## config.mk

```make
export PLATFORM = sky130hd
export DESIGN_NAME = tmul_bi_vec_flat
export DESIGN_NICKNAME = d
export VERILOG_FILES = /design/src/rtl/tmul_bi_vec_if.sv /design/src/rtl/tmul_bi_vec.sv /design/src/flat_wrapper.sv
export SDC_FILE = /design/constraint.sdc
export NUM_CORES = 1
export LEC_CHECK = 0
export CAP_MARGIN = 20
export CORE_MARGIN = 4
export CORE_UTILIZATION = 47
export DETAILED_ROUTE_END_ITERATION = 7
export DONT_BUFFER_PORTS = 1
export PLACE_DENSITY_LB_ADDON = 0.08
export SLEW_MARGIN = 25
export SYNTH_ARGS = -nofsm -noshare
export SYNTH_HDL_FRONTEND = slang
export SYNTH_SLANG_ARGS = --single-unit
```

## constraint.sdc

```tcl
create_clock -name clk -period 2 [get_ports clk]
set_input_delay 0.4 -clock clk [delete_from_list [all_inputs] [get_ports clk]]
set_output_delay 0.4 -clock clk [all_outputs]
set_load 0.02 [all_outputs]
```

## src/rtl/tmul_bi_vec_if.sv

```systemverilog
// Operand/result bundle for tmul_bi_vec.
// The master side offers operands and observes the product stream;
// the slave side is the multiplier itself.
interface tmul_bi_vec_if #(
  parameter int WIDTH = 8,
  parameter int CH    = 4
);
  logic                  in_valid;
  logic                  in_ready;
  logic [WIDTH-1:0]      iA;
  logic [CH*WIDTH-1:0]   iB;
  logic                  abort;
  logic                  out_valid;
  logic [CH-1:0]         oC;
  logic                  last;
  logic                  busy;

  modport master (
    output in_valid, iA, iB, abort,
    input  in_ready, out_valid, oC, last, busy
  );

  modport slave (
    input  in_valid, iA, iB, abort,
    output in_ready, out_valid, oC, last, busy
  );
endinterface

```

## src/rtl/tmul_bi_vec.sv

```systemverilog
// Multi-channel temporal-coded bipolar unary multiplier.
// Operand A is shared by all CH channels and is coded as a run length over a
// 2^WIDTH-cycle window; each channel's B is compared against a bit-reversed
// counter (Sobol dim-1). One product bit per channel per valid cycle.
// Optional macro TMUL_BI_VEC_ACC_EN adds per-channel signed accumulators
// (acc / acc_valid) that sum +1/-1 over each completed window.
module tmul_bi_vec #(
  parameter int WIDTH = 8,
  parameter int CH    = 4
) (
  input  logic             clk,
  input  logic             rst_n,
  tmul_bi_vec_if.slave     bus
`ifdef TMUL_BI_VEC_ACC_EN
  ,
  output logic [CH*(WIDTH+2)-1:0] acc,
  output logic                    acc_valid
`endif
);

  localparam logic [WIDTH-1:0] K_LAST = '1;

  typedef enum logic [1:0] {
    IDLE = 2'd0,
    RUN  = 2'd1,
    DONE = 2'd2
  } state_t;

  state_t                state, state_next;
  logic [WIDTH-1:0]      k, k_next;
  logic [WIDTH-1:0]      a_q;
  logic [CH*WIDTH-1:0]   b_q;
  logic [WIDTH-1:0]      rng;
  logic [CH-1:0]         cmp;
  logic [CH-1:0]         oc;
  logic                  accept;

  assign accept = (state == IDLE) && bus.in_valid;

  // State register; reset drops straight back to IDLE, discarding any window.
  always_ff @(posedge clk or negedge rst_n) begin
    if (!rst_n) state <= IDLE;
    else        state <= state_next;
  end

  // Next-state and window counter; abort wins over the final-bit transition.
  always_comb begin
    state_next = state;
    k_next     = k;
    case (state)
      IDLE: begin
        if (accept) begin
          state_next = RUN;
          k_next     = '0;
        end
      end
      RUN: begin
        if (bus.abort) begin
          state_next = IDLE;
          k_next     = '0;
        end else if (k == K_LAST) begin
          state_next = DONE;
          k_next     = '0;
        end else begin
          k_next = k + WIDTH'(1);
        end
      end
      DONE: begin
        state_next = IDLE;
        k_next     = '0;
      end
      default: begin
        state_next = IDLE;
        k_next     = '0;
      end
    endcase
  end

  // Counter and operand buffers; operands are captured only on accept.
  always_ff @(posedge clk or negedge rst_n) begin
    if (!rst_n) begin
      k   <= '0;
      a_q <= '0;
      b_q <= '0;
    end else begin
      k <= k_next;
      if (accept) begin
        a_q <= bus.iA;
        b_q <= bus.iB;
      end
    end
  end

  // Product bits: B vs bit-reversed k, inverted once k has passed A's run.
  always_comb begin
    rng = '0;
    cmp = '0;
    oc  = '0;
    for (int j = 0; j < WIDTH; j++) rng[j] = k[WIDTH-1-j];
    for (int i = 0; i < CH; i++) begin
      cmp[i] = (b_q[i*WIDTH +: WIDTH] > rng);
      if (state == RUN) oc[i] = (k < a_q) ? cmp[i] : ~cmp[i];
    end
  end

  assign bus.in_ready  = (state == IDLE);
  assign bus.out_valid = (state == RUN);
  assign bus.busy      = (state != IDLE);
  assign bus.last      = (state == RUN) && (k == K_LAST);
  assign bus.oC        = oc;

`ifdef TMUL_BI_VEC_ACC_EN
  localparam logic signed [WIDTH+1:0] ACC_UP   = (WIDTH+2)'(1);
  localparam logic signed [WIDTH+1:0] ACC_DOWN = -(WIDTH+2)'(1);

  logic signed [WIDTH+1:0] acc_q [CH];

  // Bipolar running sums: cleared on accept or abort, +1/-1 per valid bit.
  always_ff @(posedge clk or negedge rst_n) begin
    if (!rst_n) begin
      for (int i = 0; i < CH; i++) acc_q[i] <= '0;
    end else if ((state != IDLE) && bus.abort) begin
      for (int i = 0; i < CH; i++) acc_q[i] <= '0;
    end else if (accept) begin
      for (int i = 0; i < CH; i++) acc_q[i] <= '0;
    end else if (state == RUN) begin
      for (int i = 0; i < CH; i++)
        acc_q[i] <= acc_q[i] + (oc[i] ? ACC_UP : ACC_DOWN);
    end
  end

  // Flatten the channel sums onto the output bus.
  always_comb begin
    acc = '0;
    for (int i = 0; i < CH; i++) acc[i*(WIDTH+2) +: (WIDTH+2)] = acc_q[i];
  end

  assign acc_valid = (state == DONE);
`endif

endmodule

```

## src/flat_wrapper.sv

```systemverilog
// flat-port wrapper written by rule: the top's interface ports become plain ports
module tmul_bi_vec_flat 
#(
  parameter int WIDTH = 8,
  parameter int CH    = 4
)
  (clk, rst_n, bus_in_valid, bus_iA, bus_iB, bus_abort, bus_in_ready, bus_out_valid, bus_oC, bus_last, bus_busy);
  tmul_bi_vec_if #(.WIDTH(WIDTH), .CH(CH)) bus_i ();
  input  logic clk;
  input  logic rst_n;
  input wire logic [$bits(bus_i.in_valid)-1:0] bus_in_valid;
  input wire logic [$bits(bus_i.iA)-1:0] bus_iA;
  input wire logic [$bits(bus_i.iB)-1:0] bus_iB;
  input wire logic [$bits(bus_i.abort)-1:0] bus_abort;
  output wire logic [$bits(bus_i.in_ready)-1:0] bus_in_ready;
  output wire logic [$bits(bus_i.out_valid)-1:0] bus_out_valid;
  output wire logic [$bits(bus_i.oC)-1:0] bus_oC;
  output wire logic [$bits(bus_i.last)-1:0] bus_last;
  output wire logic [$bits(bus_i.busy)-1:0] bus_busy;
  assign bus_i.in_valid = bus_in_valid;
  assign bus_i.iA = bus_iA;
  assign bus_i.iB = bus_iB;
  assign bus_i.abort = bus_abort;
  assign bus_in_ready = bus_i.in_ready;
  assign bus_out_valid = bus_i.out_valid;
  assign bus_oC = bus_i.oC;
  assign bus_last = bus_i.last;
  assign bus_busy = bus_i.busy;
  tmul_bi_vec #(.WIDTH(WIDTH), .CH(CH)) u_core (.clk(clk), .rst_n(rst_n), .bus(bus_i));
endmodule
```

==> flow_metrics.env <==
export IMPL_outcome="finished, violations left"
export IMPL_failed_checks="negative setup slack"
export IMPL_hpwl_mm=4.74
export IMPL_ios=52
export IMPL_ys_flop_type="dfrtp_1"
export IMPL_pwr_share_seq=0.407
export IMPL_grt_max_degree=51
export IMPL_p_int_mw=2.16
export IMPL_swShare=0.325
export IMPL_startpoint_type="flop"
export IMPL_syn_nets=361
export IMPL_worst_path_max_fanout=8
export IMPL_clk_insertion_delay_late_ns=0.31
export IMPL_first_global_vias=2169
export IMPL_nNetsFinal=388
export IMPL_post_route_period_util=1.22
export IMPL_grt_overflow=0
export IMPL_grt_antenna_before_repair=0
export IMPL_rows=28
export IMPL_min_from="bus_iA[4]"
export IMPL_slowest_stage="dfrtp_2"
export IMPL_grt_usage=0.179
export IMPL_htreeDepth=2
export IMPL_maxSlewViolCount=0
export IMPL_max_stage_delay_ns=0.45
export IMPL_routabilityCongestion=0.890
export IMPL_hold_viol=0
export IMPL_yosys_register_bits=50
export IMPL_antennaDiodeCount=0
export IMPL_avgSynthCellArea_sq_um=10.8
export IMPL_die_h_microns=87.8
export IMPL_synth_edff_count=0
export IMPL_finClkSkew_ns=0.0103
export IMPL_r2r_cells=4
export IMPL_yosys_warnings=0
export IMPL_synthArstFlopShare=1.00
export IMPL_syn2layout_area_growth_pct=20.1
export IMPL_crit_start="u_core.k[1]$_DFFE_PN0P_"
export IMPL_min_period_ns=2.43
export IMPL_clk_pin_slew_ns=0.08
export IMPL_yosysSeqAreaShare=0.418
export IMPL_finalPower_mw=3.21
export IMPL_drt_iter0_markers=70
export IMPL_initial_utilization=0.493
export IMPL_drv_cap=0
export IMPL_hold_class="input port to flop"
export IMPL_p_per_area_mw_per_mm2=894
export IMPL_slew_headroom=0.755
export IMPL_cts_path_max_buffers=2
export IMPL_cts_root_buf="clkbuf_8"
export IMPL_endpoint_kind="output pin"
export IMPL_rsz0062_at_grt="true"
export IMPL_wire_per_inst_microns=16.9
export IMPL_tightest_slew_ns=0.368
export IMPL_hold_path_depth=2
export IMPL_ys_types=33
export IMPL_worstReg2RegStart="u_core.state[0]$_DFFE_PN0P_"
export IMPL_max_vdd_ir_drop_uv=417
export IMPL_p_leak_nw=1.53
export IMPL_die_area_sq_mm=0.00770
export IMPL_crit_chain="ha_4 -> a2111oi_4 -> o31ai_4 -> buf_12 -> o21ai_1 -> nor3b_4"
export IMPL_fin_ws_ns=-0.430
export IMPL_die_w_microns=87.8
export IMPL_layout_drive_gt1_share=0.256
export IMPL_port_buffers=0
export IMPL_share_comb_of_total_power=0.362
export IMPL_crit_arrival_ns=2.03
export IMPL_synthCells=277
export IMPL_p_clk_frac=0.231
export IMPL_p_sw_mw=1.04
export IMPL_vias=2104
export IMPL_critPathKind="flop to output pin"
export IMPL_numClockSinks=50
export IMPL_setup_violations_final=4
export IMPL_fmax_mhz=411
export IMPL_dp_slack_ns=-0.279
export IMPL_cts_inserted_buffers=5
export IMPL_syn_area_sq_mm=0.00299
export IMPL_cp_required_ns=1.60
export IMPL_ant_nets=0
export IMPL_first_pass_iters=4
export IMPL_cts_tree="built"
export IMPL_drcViolationCount=0
export IMPL_via_per_inst=5.54
export IMPL_drt_wl_total_mm=6.42
export IMPL_grt_pass1_wl_mm=10.4
export IMPL_core_region_area_sq_mm=0.00606
-- sequential cells by signal, indices dropped and copies added, names as in the netlist --
register      cells
u_core.a_q        8
u_core.b_q       32
u_core.state      2
u_core.k          8
-- final timing paths --
check	endpoint	slack, ns
setup / recovery	bus_oC[0]	-0.43
hold / removal	u_core.a_q[4]$_DFFE_PN0P_	0.22
setup reg to reg	u_core.b_q[30]$_DFFE_PN0P_	0.46
hold reg to reg	u_core.b_q[14]$_DFFE_PN0P_	0.50
max in group asynchronous	u_core.k[1]$_DFFE_PN0P_	1.15
min in group asynchronous	u_core.b_q[3]$_DFFE_PN0P_	0.61
-- synth_stat cells, types with 2 or more instances --
master / n / area share
nor3_2: 4 / 0.013
nand3_1: 3 / 0.0050
and3_1: 2 / 0.0042
nor3_1: 2 / 0.0033
ha_1: 40 / 0.17
xnor2_1: 3 / 0.0088
buf_2: 4 / 0.0067
nand4_1: 9 / 0.019
buf_4: 3 / 0.0075
dfrtp_1: 50 / 0.42
a21oi_1: 19 / 0.032
or3_1: 2 / 0.0042
o21ai_1: 14 / 0.023
nor2_1: 9 / 0.011
o211ai_1: 4 / 0.010
inv_1: 20 / 0.025
nand2_1: 22 / 0.028
nand2b_1: 6 / 0.013
o21ai_0: 9 / 0.015
nor3b_2: 4 / 0.017
mux2_1: 29 / 0.11
o21a_1: 5 / 0.013
nor2b_1: 4 / 0.0084
-- kinds of logic (layout without fill, tap and decap cells) --
| kind of cell | after synthesis | in the layout | synth area share |
|---|---|---|---|
| AOI/OAI and AO/OA | 56 | 56 | 0.117 |
| adders and majority gates | 40 | 40 | 0.167 |
| muxes | 29 | 29 | 0.109 |
| DFF | 50 | 50 | 0.418 |
| buffers and inverters | 27 | 55 | 0.0393 |
| xor gates and xnor gates | 4 | 4 | 0.0117 |
| and+or+nand+nor | 71 | 71 | 0.137 |
-- layer usage --
| layer | up-vias | global-route usage | share of wire |
|---|---|---|---|
| li1 | 1041 | - | - |
| met1 | 1005 | 0.236 | 0.47 |
| met2 | 49 | 0.277 | 0.45 |
| met3 | 9 | 0.0517 | 0.055 |
| met4 | 0 | 0.0725 | 0.018 |
| met5 | - | 0 | 0 |
-- cell type report --
class                           instances  area, sq um
Clock buffer                            7         86.3
Clock inverter                          1         30.0
Fill cell                             531         2470
Inverter                               20         82.6
Multi-Input combinational cell        200         1790
Sequential cell                        50         1260
Tap cell                               75         93.8
Timing Repair Buffer                   27          249
-- per-stage QoR --
step,setup TNS (ns),utilization,instances,instance area [sq um],hold slack (ns)
after floorplan,-0.0523,-,277,3050,0.104
after global placement,-0.794,0.539,366,3270,0.106
after detailed placement,-0.927,0.539,366,3270,0.106
after CTS,-1.92,0.576,377,3490,0.206
after global routing,-2.06,0.592,380,3590,0.201
final,-1.68,0.592,380,3590,0.216
-- placed cells by master, fill, tap and decap left out, drive strengths merged --
cell type    synthesis  final
and2                 1      1
o21ai               23     23
xnor2                3      3
or3                  2      2
nand4                9      9
inv                 20     20
o22ai                1      1
ha                  40     40
nor3b                5      5
a21o                 1      1
o21a                 5      5
xor2                 1      1
nand2               22     22
and3                 2      2
or2                  1      1
o31ai                1      1
nand3                3      3
nand2b               7      7
clkbuf               0      7
nor2                 9      9
nor2b                4      4
buf                  7     26
nor3                 6      6
bufinv               0      1
o211ai               4      4
dfrtp               50     50
a2111oi              1      1
a21oi               19     19
a41o                 1      1
mux2                29     29
dlygate4sd3          0      1
-- what timing repair did --
item,CTS,global route
setup buffers,2,4
resized for setup,14,29
endpoints found under the hold margin,50,0
hold buffers,2,0
endpoints found under the setup margin,5,5
pin swaps,2,4
-- worst max-delay path, delay by kind of cell, from the launching register on --
family | cells | cell delay [ns]
buf+inv | 1 | 0.15
compound gates | 3 | 0.58
simple gates | 1 | 0.32
fa+ha+maj | 1 | 0.23
flops | 1 | 0.45
-- power groups by stage --
| stage | combinational, mW | clock, mW | sequential [mW] |
|---|---|---|---|
| 6_report | 1.16 | 0.742 | 1.31 |
| 5_1_grt | 1.31 | 0.806 | 1.33 |
| 4_1_cts | 1.13 | 0.768 | 1.30 |
| 3_5_place_dp | 1.07 | 0 | 1.32 |
| 3_3_place_gp | 1.04 | 0 | 1.32 |
| 2_1_floorplan | 0.822 | 0 | 1.29 |
Power figures use the tool's default switching activity.
